`src/rtl/pipeline_mem_arbiter.sv`:
```
// -----------------------------------------------------------------------------
// pipeline_mem_arbiter
//
// Purpose: shares one downstream memory port between the instruction-fetch
// and data ports of a pipeline. Data normally wins. However, an instruction
// fetch cannot be starved by more than STARVE_LIMIT consecutive data grants.
// The winning request is captured on the grant edge, and only the captured
// copy drives mem_*. The downstream transaction therefore stays stable until
// mem_resp, whatever the pipeline does upstream.
//
// Ports:
//   clk, reset             clock (rising edge) / asynchronous active-low reset
//   inst_read, inst_addr   instruction fetch request and address
//   inst_resp, inst_rdata  fetch done pulse and fetched word (0 when no resp)
//   data_read, data_write  data load / store requests (write wins if both)
//   data_addr, data_wdata, data_mbe  data address, store data, byte enables
//   data_resp, data_rdata  data done pulse and load word (0 when no resp)
//   mem_read, mem_write    downstream request strobes
//   mem_addr, mem_wdata, mem_mbe     downstream address, write data, enables
//   mem_resp, mem_rdata    downstream completion and read data
// -----------------------------------------------------------------------------
module pipeline_mem_arbiter #(
    parameter int STARVE_LIMIT = 4
) (
    input  logic        clk,
    input  logic        reset,
    input  logic        inst_read,
    input  logic [31:0] inst_addr,
    output logic        inst_resp,
    output logic [31:0] inst_rdata,
    input  logic        data_read,
    input  logic        data_write,
    input  logic [31:0] data_addr,
    input  logic [31:0] data_wdata,
    input  logic [3:0]  data_mbe,
    output logic        data_resp,
    output logic [31:0] data_rdata,
    output logic        mem_read,
    output logic        mem_write,
    output logic [31:0] mem_addr,
    output logic [31:0] mem_wdata,
    output logic [3:0]  mem_mbe,
    input  logic        mem_resp,
    input  logic [31:0] mem_rdata
);

    localparam int CNT_W = $clog2(STARVE_LIMIT + 1);
    localparam logic [CNT_W-1:0] LIMIT_C = CNT_W'(STARVE_LIMIT);

    typedef enum logic [1:0] {
        IDLE = 2'd0,
        INST = 2'd1,
        DATA = 2'd2
    } state_e;

    state_e           state_q, state_d;
    logic [CNT_W-1:0] starve_cnt_q, starve_cnt_d;
    logic [31:0]      addr_q, addr_d;
    logic [31:0]      wdata_q, wdata_d;
    logic [3:0]       mbe_q, mbe_d;
    logic             write_q, write_d;

    logic data_req;
    logic data_win;
    logic grant_data;
    logic grant_inst;

    // A pending fetch only blocks data once the starvation budget is spent.
    assign data_req   = data_read | data_write;
    assign data_win   = data_req & (~inst_read | (starve_cnt_q < LIMIT_C));
    assign grant_data = (state_q == IDLE) & data_win;
    assign grant_inst = (state_q == IDLE) & ~data_win & inst_read;

    // State register
    always_ff @(posedge clk or negedge reset) begin
        if (!reset) begin
            state_q <= IDLE;
        end else begin
            state_q <= state_d;
        end
    end

    // Next-state logic
    always_comb begin
        state_d = state_q;
        case (state_q)
            IDLE: begin
                if (data_win) begin
                    state_d = DATA;
                end else if (inst_read) begin
                    state_d = INST;
                end
            end
            INST, DATA: begin
                if (mem_resp) begin
                    state_d = IDLE;
                end
            end
            default: state_d = IDLE;
        endcase
    end

    // Capture of the winning request and starvation accounting
    always_comb begin
        addr_d       = addr_q;
        wdata_d      = wdata_q;
        mbe_d        = mbe_q;
        write_d      = write_q;
        starve_cnt_d = starve_cnt_q;
        if (grant_data) begin
            addr_d  = data_addr;
            wdata_d = data_wdata;
            mbe_d   = data_mbe;
            // A simultaneous read and write is treated as a write.
            write_d = data_write;
            if (inst_read && (starve_cnt_q != LIMIT_C)) begin
                starve_cnt_d = starve_cnt_q + CNT_W'(1);
            end
        end else if (grant_inst) begin
            // Fetches are full-word reads with no write data.
            addr_d       = inst_addr;
            wdata_d      = '0;
            mbe_d        = 4'b1111;
            write_d      = 1'b0;
            starve_cnt_d = '0;
        end
    end

    always_ff @(posedge clk or negedge reset) begin
        if (!reset) begin
            addr_q       <= '0;
            wdata_q      <= '0;
            mbe_q        <= '0;
            write_q      <= 1'b0;
            starve_cnt_q <= '0;
        end else begin
            addr_q       <= addr_d;
            wdata_q      <= wdata_d;
            mbe_q        <= mbe_d;
            write_q      <= write_d;
            starve_cnt_q <= starve_cnt_d;
        end
    end

    // Output logic: everything is 0 in IDLE. This also covers reset, because
    // reset forces IDLE. A mem_resp arriving in IDLE is ignored.
    always_comb begin
        mem_read   = 1'b0;
        mem_write  = 1'b0;
        mem_addr   = '0;
        mem_wdata  = '0;
        mem_mbe    = '0;
        inst_resp  = 1'b0;
        inst_rdata = '0;
        data_resp  = 1'b0;
        data_rdata = '0;
        case (state_q)
            INST: begin
                mem_read  = 1'b1;
                mem_addr  = addr_q;
                mem_wdata = wdata_q;
                mem_mbe   = mbe_q;
                inst_resp = mem_resp;
                if (mem_resp) begin
                    inst_rdata = mem_rdata;
                end
            end
            DATA: begin
                mem_read  = ~write_q;
                mem_write = write_q;
                mem_addr  = addr_q;
                mem_wdata = wdata_q;
                mem_mbe   = mbe_q;
                data_resp = mem_resp;
                if (mem_resp) begin
                    data_rdata = mem_rdata;
                end
            end
            default: ;
        endcase
    end

endmodule

```
`config.mk`:
```
export PLATFORM = sky130hd
export DESIGN_NAME = pipeline_mem_arbiter
export DESIGN_NICKNAME = d
export VERILOG_FILES = /design/src/rtl/pipeline_mem_arbiter.sv
export SDC_FILE = /design/constraint.sdc
export NUM_CORES = 1
export LEC_CHECK = 0
export CAP_MARGIN = 20
export CORE_AREA = 2 2 106 108
export DETAILED_ROUTE_END_ITERATION = 10
export DIE_AREA = 0 0 108 110
export PLACE_DENSITY = 0.92
export SLEW_MARGIN = 40
export SYNTH_ARGS = -nofsm -noshare
export SYNTH_HDL_FRONTEND = slang
export SYNTH_SLANG_ARGS = --single-unit
```
`constraint.sdc`:
```
create_clock -name clk -period 5.04 [get_ports clk]
set_clock_uncertainty 0.15 [all_clocks]
set_input_delay 1.008 -clock clk [delete_from_list [all_inputs] [get_ports clk]]
set_output_delay 1.008 -clock clk [all_outputs]
set_load 0.01 [all_outputs]
```
* After elaboration in Yosys (flattened, before gate mapping)
Cells that the tools add are included.
Storage, ports and cells: flip-flop bits (word level) 74
Operators by class: bitwise operators 9, order comparisons 1, mux-type cells 25, reductions and logical operators 6, $add $sub $neg 1, equal/unequal tests 6
Operator list (number):
- 32-bit 2-to-1 mux | 9
- 4-bit 2-to-1 mux | 3
- 3-bit 2-to-1 mux | 3
- 2-bit 2-to-1 mux | 3
- 3-bit inequality test (second input constant) | 2
- 1-bit 2-to-1 mux | 5
- 1-bit bitwise AND | 4
- 2-bit by 1-bit inequality test with 1-bit output (second input constant) | 2
- 2-bit one-hot mux with 2 select lines | 1
- 2-bit AND reduction | 2
- 3-bit by 1-bit adder with 3-bit output (second input constant) | 1
- 3-bit < comparator (second input constant) | 1
- 1-bit NOT | 3
- 2-bit by 1-bit equality test with 1-bit output (second input constant) | 1
- 2-bit equality test (second input constant) | 1
- 2-bit zero test | 1
- 1-bit bitwise OR | 2
- 1-bit one-hot mux with 2 select lines | 1
- 2-bit nonzero test | 1
- 2-bit OR reduction | 1
- 1-bit logical AND | 1

* Longest topological paths before layout
Gate-level depths: netlist (run 1).
depth in word-level cells 8, depth in mapped cells 8, depth with buffers taken out 5

* Least setup slack after synthesis (run 1)
Ideal clock, no wire load.
kind input to output, start point input port mem_resp, end point output port data_rdata[0], arrival time 1.634 ns, path slack 2.248 ns, buffers on the path 2, cell stages on the path 3, path through clkbuf_1 > clkbuf_1 > and3_1
Between the ends: cells in the longest elaborated chain, start to end 2
Ends and longest elaborated chain:
- start: declaration | RTL line 43 | input logic mem_resp,
- 32-bit 2-to-1 mux | RTL line 175 | if (mem_resp) begin
- 32-bit 2-to-1 mux | RTL line 157 | case (state_q)
- end: declaration | RTL line 37 | output logic [31:0] data_rdata,
Every way passes these cells.

* Worst setup path after layout (run 1)
start point register state_q[0], end point output port mem_addr[1]
Between the ends: cells in the longest elaborated chain, start to end 3, elaborated cells on any way between the ends 4
Ends and longest elaborated chain:
- start: declaration | RTL line 56 | state_e state_q, state_d;
- start signal: assignment | RTL line 79 | state_q <= state_d;
- 2-bit by 1-bit equality test with 1-bit output / 2-bit equality test (equally long branches) | RTL line 157
- 2-bit OR reduction (no source line) *
- 32-bit 2-to-1 mux * | RTL line 157
- end: declaration | RTL line 40 | output logic [31:0] mem_addr,
Every way passes the cells marked *; elsewhere a longest branch is shown, timed or not.

==> results.ini, run 1 <==
[run_status]
outcome=finished, final reports clean

[placed_design]
place.port_buffers=273
dp_hpwl_um=11200
place_inst=835
place_area_sq_mm=0.00692
gp_congestion=0.844

[cts]
cts_tree=built
cts-htree-levels=3
cts_resized=0
cts-hold-fix-buffers=0
clk_pin_slew_ns=0.08
cts_made_buffers=9
clk_latency_ns=0.34
cts_setup_buffers=0
cts_buffer_depth=2
cts_root_buffer=clkbuf_8
clkSinkCount=74

[critical_path]
crit_path_start_kind=flip-flop
worstRegToRegCells=5
cp-end-kind=primary output
slowest_stage=ha_1
cp.required_ns=3.88
path_delay_family=buffers and inverters
crit_arrival_ns=2.79
critical_path.max_stage_delay_ns=0.74
reg2reg_slack_ns=2.48
regToRegStartpoint=state_q[0]
critical_path_class=reg2out
reg2reg_to=wdata_q[27]
critPathMaxFanout=46
cp_num_buf_inv=3
worstPathCellList=inv_1 > ha_1 > buf_4 > and2_1 > clkdlybuf4s50_1

[min_path]
min_path_cells=1
holdCritStartpoint=mbe_q[3]
hold_path.class=reg2reg
min_to=mbe_q[3]

[logic_synthesis]
netlist_area_sq_mm=0.00413
yosysMostFrequentCell=dfrtp_1
ys.flop_type=dfrtp_1
ys_seq_area_frac=0.448
synth-edff-count=0
syn_nets=605
synth_cells=462
yosys.cell_types.count=28
ys_top_cells_by_area=dfrtp_1 45%, and2_1 11%, and3_1 9.7%
synth_area_leader_cell=dfrtp_1
synthArstFlopShare=1.00
synth_area_per_cell_sq_um=8.95
yosysTopAreaCellShare=0.448
synthTopCellsByCount=74 x dfrtp_1, 71 x and2_1, 64 x and3_1, 36 x o21ai_0
ys_ff_latch=74
yosys_warnings=0

[final_layout]
final-instance-count-excl-fill=852
final_nets=849
drive_gt1_frac=0.0436
stdcell_area_sq_mm=0.00712
fillCellCount=848
syn2layout_area_growth_pct=72.2

[floorplan]
io_pins=274
die_x_um=108
start_util=0.386
die_area_sq_mm=0.0119
fp.dieH_um=110
num_rows=38
core-area_sq_mm=0.0107

[power_and_ir_drop]
p_leak_nw=3.04
ir_drop_mv=0.308
intPower_w=0.00233
combPwrFrac=0.614
switching_power_w=0.00151
p_total_w=0.00385
p_seq_frac=0.269
clockPowerShare=0.117
p_per_area_mw_per_mm2=541
sw_frac_of_total=0.393

[route]
drc=0
vias=4541
drtIter0Drc=321
first_pass_iters=4
ant_nets=0
wire_per_inst_um=17.8
wl_um=15200
vias_per_cell=5.33

[timing]
worstMarginPinSlew_ns=0.795
drv_slew=0
final_hold_viol_count=0
tns_ns=0
holdWs_ns=0.335
rsz0062_at_grt=false
fmax_mhz=253
period_minus_slack_ns=3.95
fin_crit_sh=0.783
finalSetupViolCount=0
relSlewSlack=0.469

[global_routing]
grt_usage=0.244
grt_pass1_vias=4472
grt_max_degree=75
grt-ovfl-total=0
antenna_found_initial=1
grt_pass1_wl_um=22600

[flow_run]
drv_cap=0

[stage by stage]
stage / setup WS, ns / utilization
2_1_floorplan: 2.25 / -
3_3_place_gp: 1.29 / 0.644
3_5_place_dp: 1.23 / 0.647
4_1_cts: 1.06 / 0.665
5_1_grt: 0.877 / 0.665
6_report: 1.09 / 0.665
[power by group through the flow]
stage | clock (W) | combinational, W | sequential [W]
after global placement | 0 | 0.00228 | 0.00102
final | 0.000449 | 0.00236 | 0.00104
after floorplan | 0 | 0.00127 | 0.000987
after detailed placement | 0 | 0.00236 | 0.00104
after CTS | 0.000457 | 0.00238 | 0.00103
after global routing | 0.000480 | 0.00255 | 0.00106
[cell type report]
cell class                 count  area, sq um  area share
antenna                        1         2.50    0.000352
tap                          140          175      0.0246
clock buffer                  11          131      0.0185
multi-input combinational    334         2060       0.290
clock inverter                 5         55.1     0.00774
sequential                    74         1850       0.260
timing repair buffer         281         2810       0.395
inverter                       6         22.5     0.00316
[flip-flops by register name, indices dropped and copies added, names as in the netlist]
signal / cells
state_q: 2
starve_cnt_q: 3
mbe_q: 4
write_q: 1
wdata_q: 32
addr_q: 32
[kinds of logic after synthesis]
group	Yosys count	share of synthesized area
adder cells (fa/ha/maj)	5	0.0151
AND/OR/NAND/NOR	183	0.252
AO/OA/AOI/OAI	146	0.229
buffers and inverters	54	0.0557
flip-flops	74	0.448
[cells in the final DEF (no fill, tap or decap), types with 2 or more instances in the layout]
cell	instances
clkdlybuf4s50_1	272
dfrtp_1	74
and2_1	71
and3_1	64
o21ai_0	36
a21oi_1	33
a22o_1	32
a31oi_1	32
nor2_1	32
clkbuf_8	9
nand2_1	7
inv_1	6
buf_4	5
o22a_1	4
nand3_1	3
ha_1	3
buf_6	3
nor2b_1	2
o22ai_1	2
ha_2	2
clkinv_2	2
clkinvlp_4	2
clkbuf_1	2
[how the worst max path moves through the flow]
stage	start	end	slack, ns	cells after the start
3_5_place_dp	mem_resp	inst_rdata[18]	1.23	4
5_1_grt	state_q[0]	mem_addr[1]	0.88	5
3_3_place_gp	mem_resp	inst_rdata[18]	1.29	4
6_report	state_q[0]	mem_addr[1]	1.09	5
2_1_floorplan	mem_resp	data_rdata[0]	2.25	3
4_1_cts	state_q[0]	mem_wdata[15]	1.06	5
[metal layers]
| metal | wire, um | up-vias | track usage |
|---|---|---|---|
| met4 | 506 | 0 | 0.121 |
| met1 | 5480 | 2156 | 0.263 |
| met3 | 1080 | 41 | 0.0535 |
| met2 | 8140 | 223 | 0.451 |
| met5 | 0 | - | 0 |
| li1 | - | 2121 | - |
[worst reg2reg max path: cells and delay by family (launching register included)]
| kind | cells | cell delay, ns |
|---|---|---|
| fa+ha+maj | 1 | 0.37 |
| flops | 1 | 0.42 |
| buf+inv | 1 | 0.11 |
| compound gates | 2 | 0.75 |
| simple gates | 1 | 0.70 |
Note: power is estimated with default switching activity, not from simulation.
==> run 2, diff against run 1 <==
CORE_AREA = not set   (was 2 2 106 108)
CORE_UTILIZATION = 33   (was not set)
DIE_AREA = not set   (was 0 0 108 110)
PLACE_DENSITY = 0.84   (was 0.92)
clock period = 3.6 ns   (was 5.04 ns; I/O delays follow)
==> results.ini, run 2 (same netlist as run 1, synthesis figures left out) <==
[run_status]
outcome=finished, final reports clean

[power_and_ir_drop]
combPwrFrac=0.592  ; -0.022
p_total_w=0.00556  ; +45%
sw_frac_of_total=0.384  ; -0.00887
p_seq_frac=0.261  ; -0.008
ir_drop_mv=0.354  ; +15%
p_leak_nw=3.09  ; +1.8%
switching_power_w=0.00214  ; +41%
p_per_area_mw_per_mm2=768  ; +42%
intPower_w=0.00342  ; +47%
clockPowerShare=0.147  ; +0.030

[timing]
relSlewSlack=0.526  ; +0.0576
rsz0062_at_grt=false
drv_slew=0  ; unchanged
fmax_mhz=306
period_minus_slack_ns=3.26
worstMarginPinSlew_ns=0.710  ; -0.0845 ns
final_hold_viol_count=0  ; unchanged
tns_ns=0  ; unchanged
finalSetupViolCount=0  ; unchanged
fin_crit_sh=0.907

[final_layout]
stdcell_area_sq_mm=0.00725  ; +1.8%
final_nets=852  ; +0.35%
syn2layout_area_growth_pct=75.3
final-instance-count-excl-fill=883  ; +3.6%
drive_gt1_frac=0.0462  ; +0.00262
final_cell_mix=272 x clkdlybuf4s50_1, 74 x dfrtp_1, 71 x and2_1
layout_commonest_cell=clkdlybuf4s50_1
top_regs=addr_q (32), wdata_q (32), mbe_q (4)

[critical_path]
critical_path_class=reg2out
cp_num_buf_inv=3  ; unchanged
slowest_stage=clkdlybuf4s50_1
regToRegStartpoint=state_q[0]
cp.required_ns=2.73  ; -1.15 ns
path_delay_family=buffers and inverters
critPathLaunch=state_q[0]
crit_arrival_ns=2.39  ; -0.40 ns
critPathMaxFanout=71  ; +54%
cp-end-kind=primary output
crit_path_start_kind=flip-flop
worstPathCellList=inv_1 > ha_1 > buf_4 > and2_1 > clkdlybuf4s50_1
critical_path.max_stage_delay_ns=0.58  ; -0.16 ns

[route]
drc=0  ; unchanged
first_pass_iters=4  ; unchanged
vias=4517  ; -0.53%
drtIter0Drc=223  ; -31%
wl_um=14900  ; -1.9%
wire_per_inst_um=16.9  ; -5.4%
vias_per_cell=5.12  ; -4.0%
ant_nets=0  ; unchanged

[floorplan]
core-area_sq_mm=0.0121  ; +13%
die_area_sq_mm=0.0130  ; +9.2%
start_util=0.341  ; -0.0451
io_pins=274  ; unchanged
die_x_um=114  ; +5.5%
num_rows=40  ; +5.3%
fp.dieH_um=114  ; +3.6%

[cts]
cts_made_buffers=9  ; unchanged
clk_latency_ns=0.32  ; -0.02 ns
cts_setup_buffers=0  ; unchanged
cts_root_buffer=clkbuf_16
cts_buffer_depth=2  ; unchanged
clkSinkCount=74  ; unchanged
cts-hold-fix-buffers=0  ; unchanged
cts_tree=built
cts-htree-levels=3  ; unchanged
cts_resized=0  ; unchanged
clk_pin_slew_ns=0.06  ; -0.02 ns

[min_path]
hold_path.class=in2async

[global_routing]
grt_pass1_wl_um=23000  ; +1.7%
antenna_found_initial=1  ; unchanged
grt-ovfl-total=0  ; unchanged
grt_pass1_vias=4472  ; unchanged
grt_usage=0.227  ; -0.0170
grt_max_degree=75  ; unchanged

[placed_design]
gp_congestion=0.812  ; -3.8%
place_inst=866  ; +3.7%
place_area_sq_mm=0.00697  ; +0.65%
dp_hpwl_um=10900  ; -3.1%
place.port_buffers=273  ; unchanged

[flow_run]
drv_cap=0  ; unchanged

## run 2: power groups by stage
| stage | clock, W | combinational (W) | sequential (W) |
|---|---|---|---|
| CTS | 0.000843 | 0.00331 | 0.00145 |
| global route | 0.000880 | 0.00357 | 0.00149 |
| detailed placement | 0 | 0.00328 | 0.00146 |
| finish | 0.000820 | 0.00329 | 0.00145 |
| global placement | 0 | 0.00322 | 0.00143 |
| floorplan | 0 | 0.00177 | 0.00138 |
## run 2: worst paths after layout
kind                                    to  slack, ns  cells past startpoint
max                            mem_addr[0]       0.34                      5
min                             wdata_q[0]       0.26                      1
max reg2reg                     addr_q[24]       1.53                      6
min reg2reg                       mbe_q[0]       0.33                      1
max in group asynchronous  starve_cnt_q[2]       2.59                      1
min in group clk                  mbe_q[0]       0.33                      1
## run 2: routing by layer
layer,wire [um],GRT usage,up-vias
met4,333,0.0866,0
li1,-,-,2128
met3,1130,0.0643,22
met5,0,0,-
met2,8000,0.416,226
met1,5450,0.247,2141
## run 2: area by class of cell
cell class              count  area (sq um)
fillers                  1045          4870
repair buffers            284          2830
multi-input cells         334          2060
flip-flops and latches     74          1850
clock buffers              12           246
well taps                 168           210
clock inverters             4          26.3
inverters                   6          22.5
diodes                      1          2.50
## run 2: metrics by stage
stage | hold slack (ns) | util | setup WS [ns]
finish | 0.260 | 0.598 | 0.336
global route | 0.302 | 0.598 | 0.205
CTS | 0.277 | 0.598 | 0.302
detailed placement | 0.322 | 0.575 | 0.542
global placement | 0.314 | 0.575 | 0.572
floorplan | 0.274 | - | 1.35
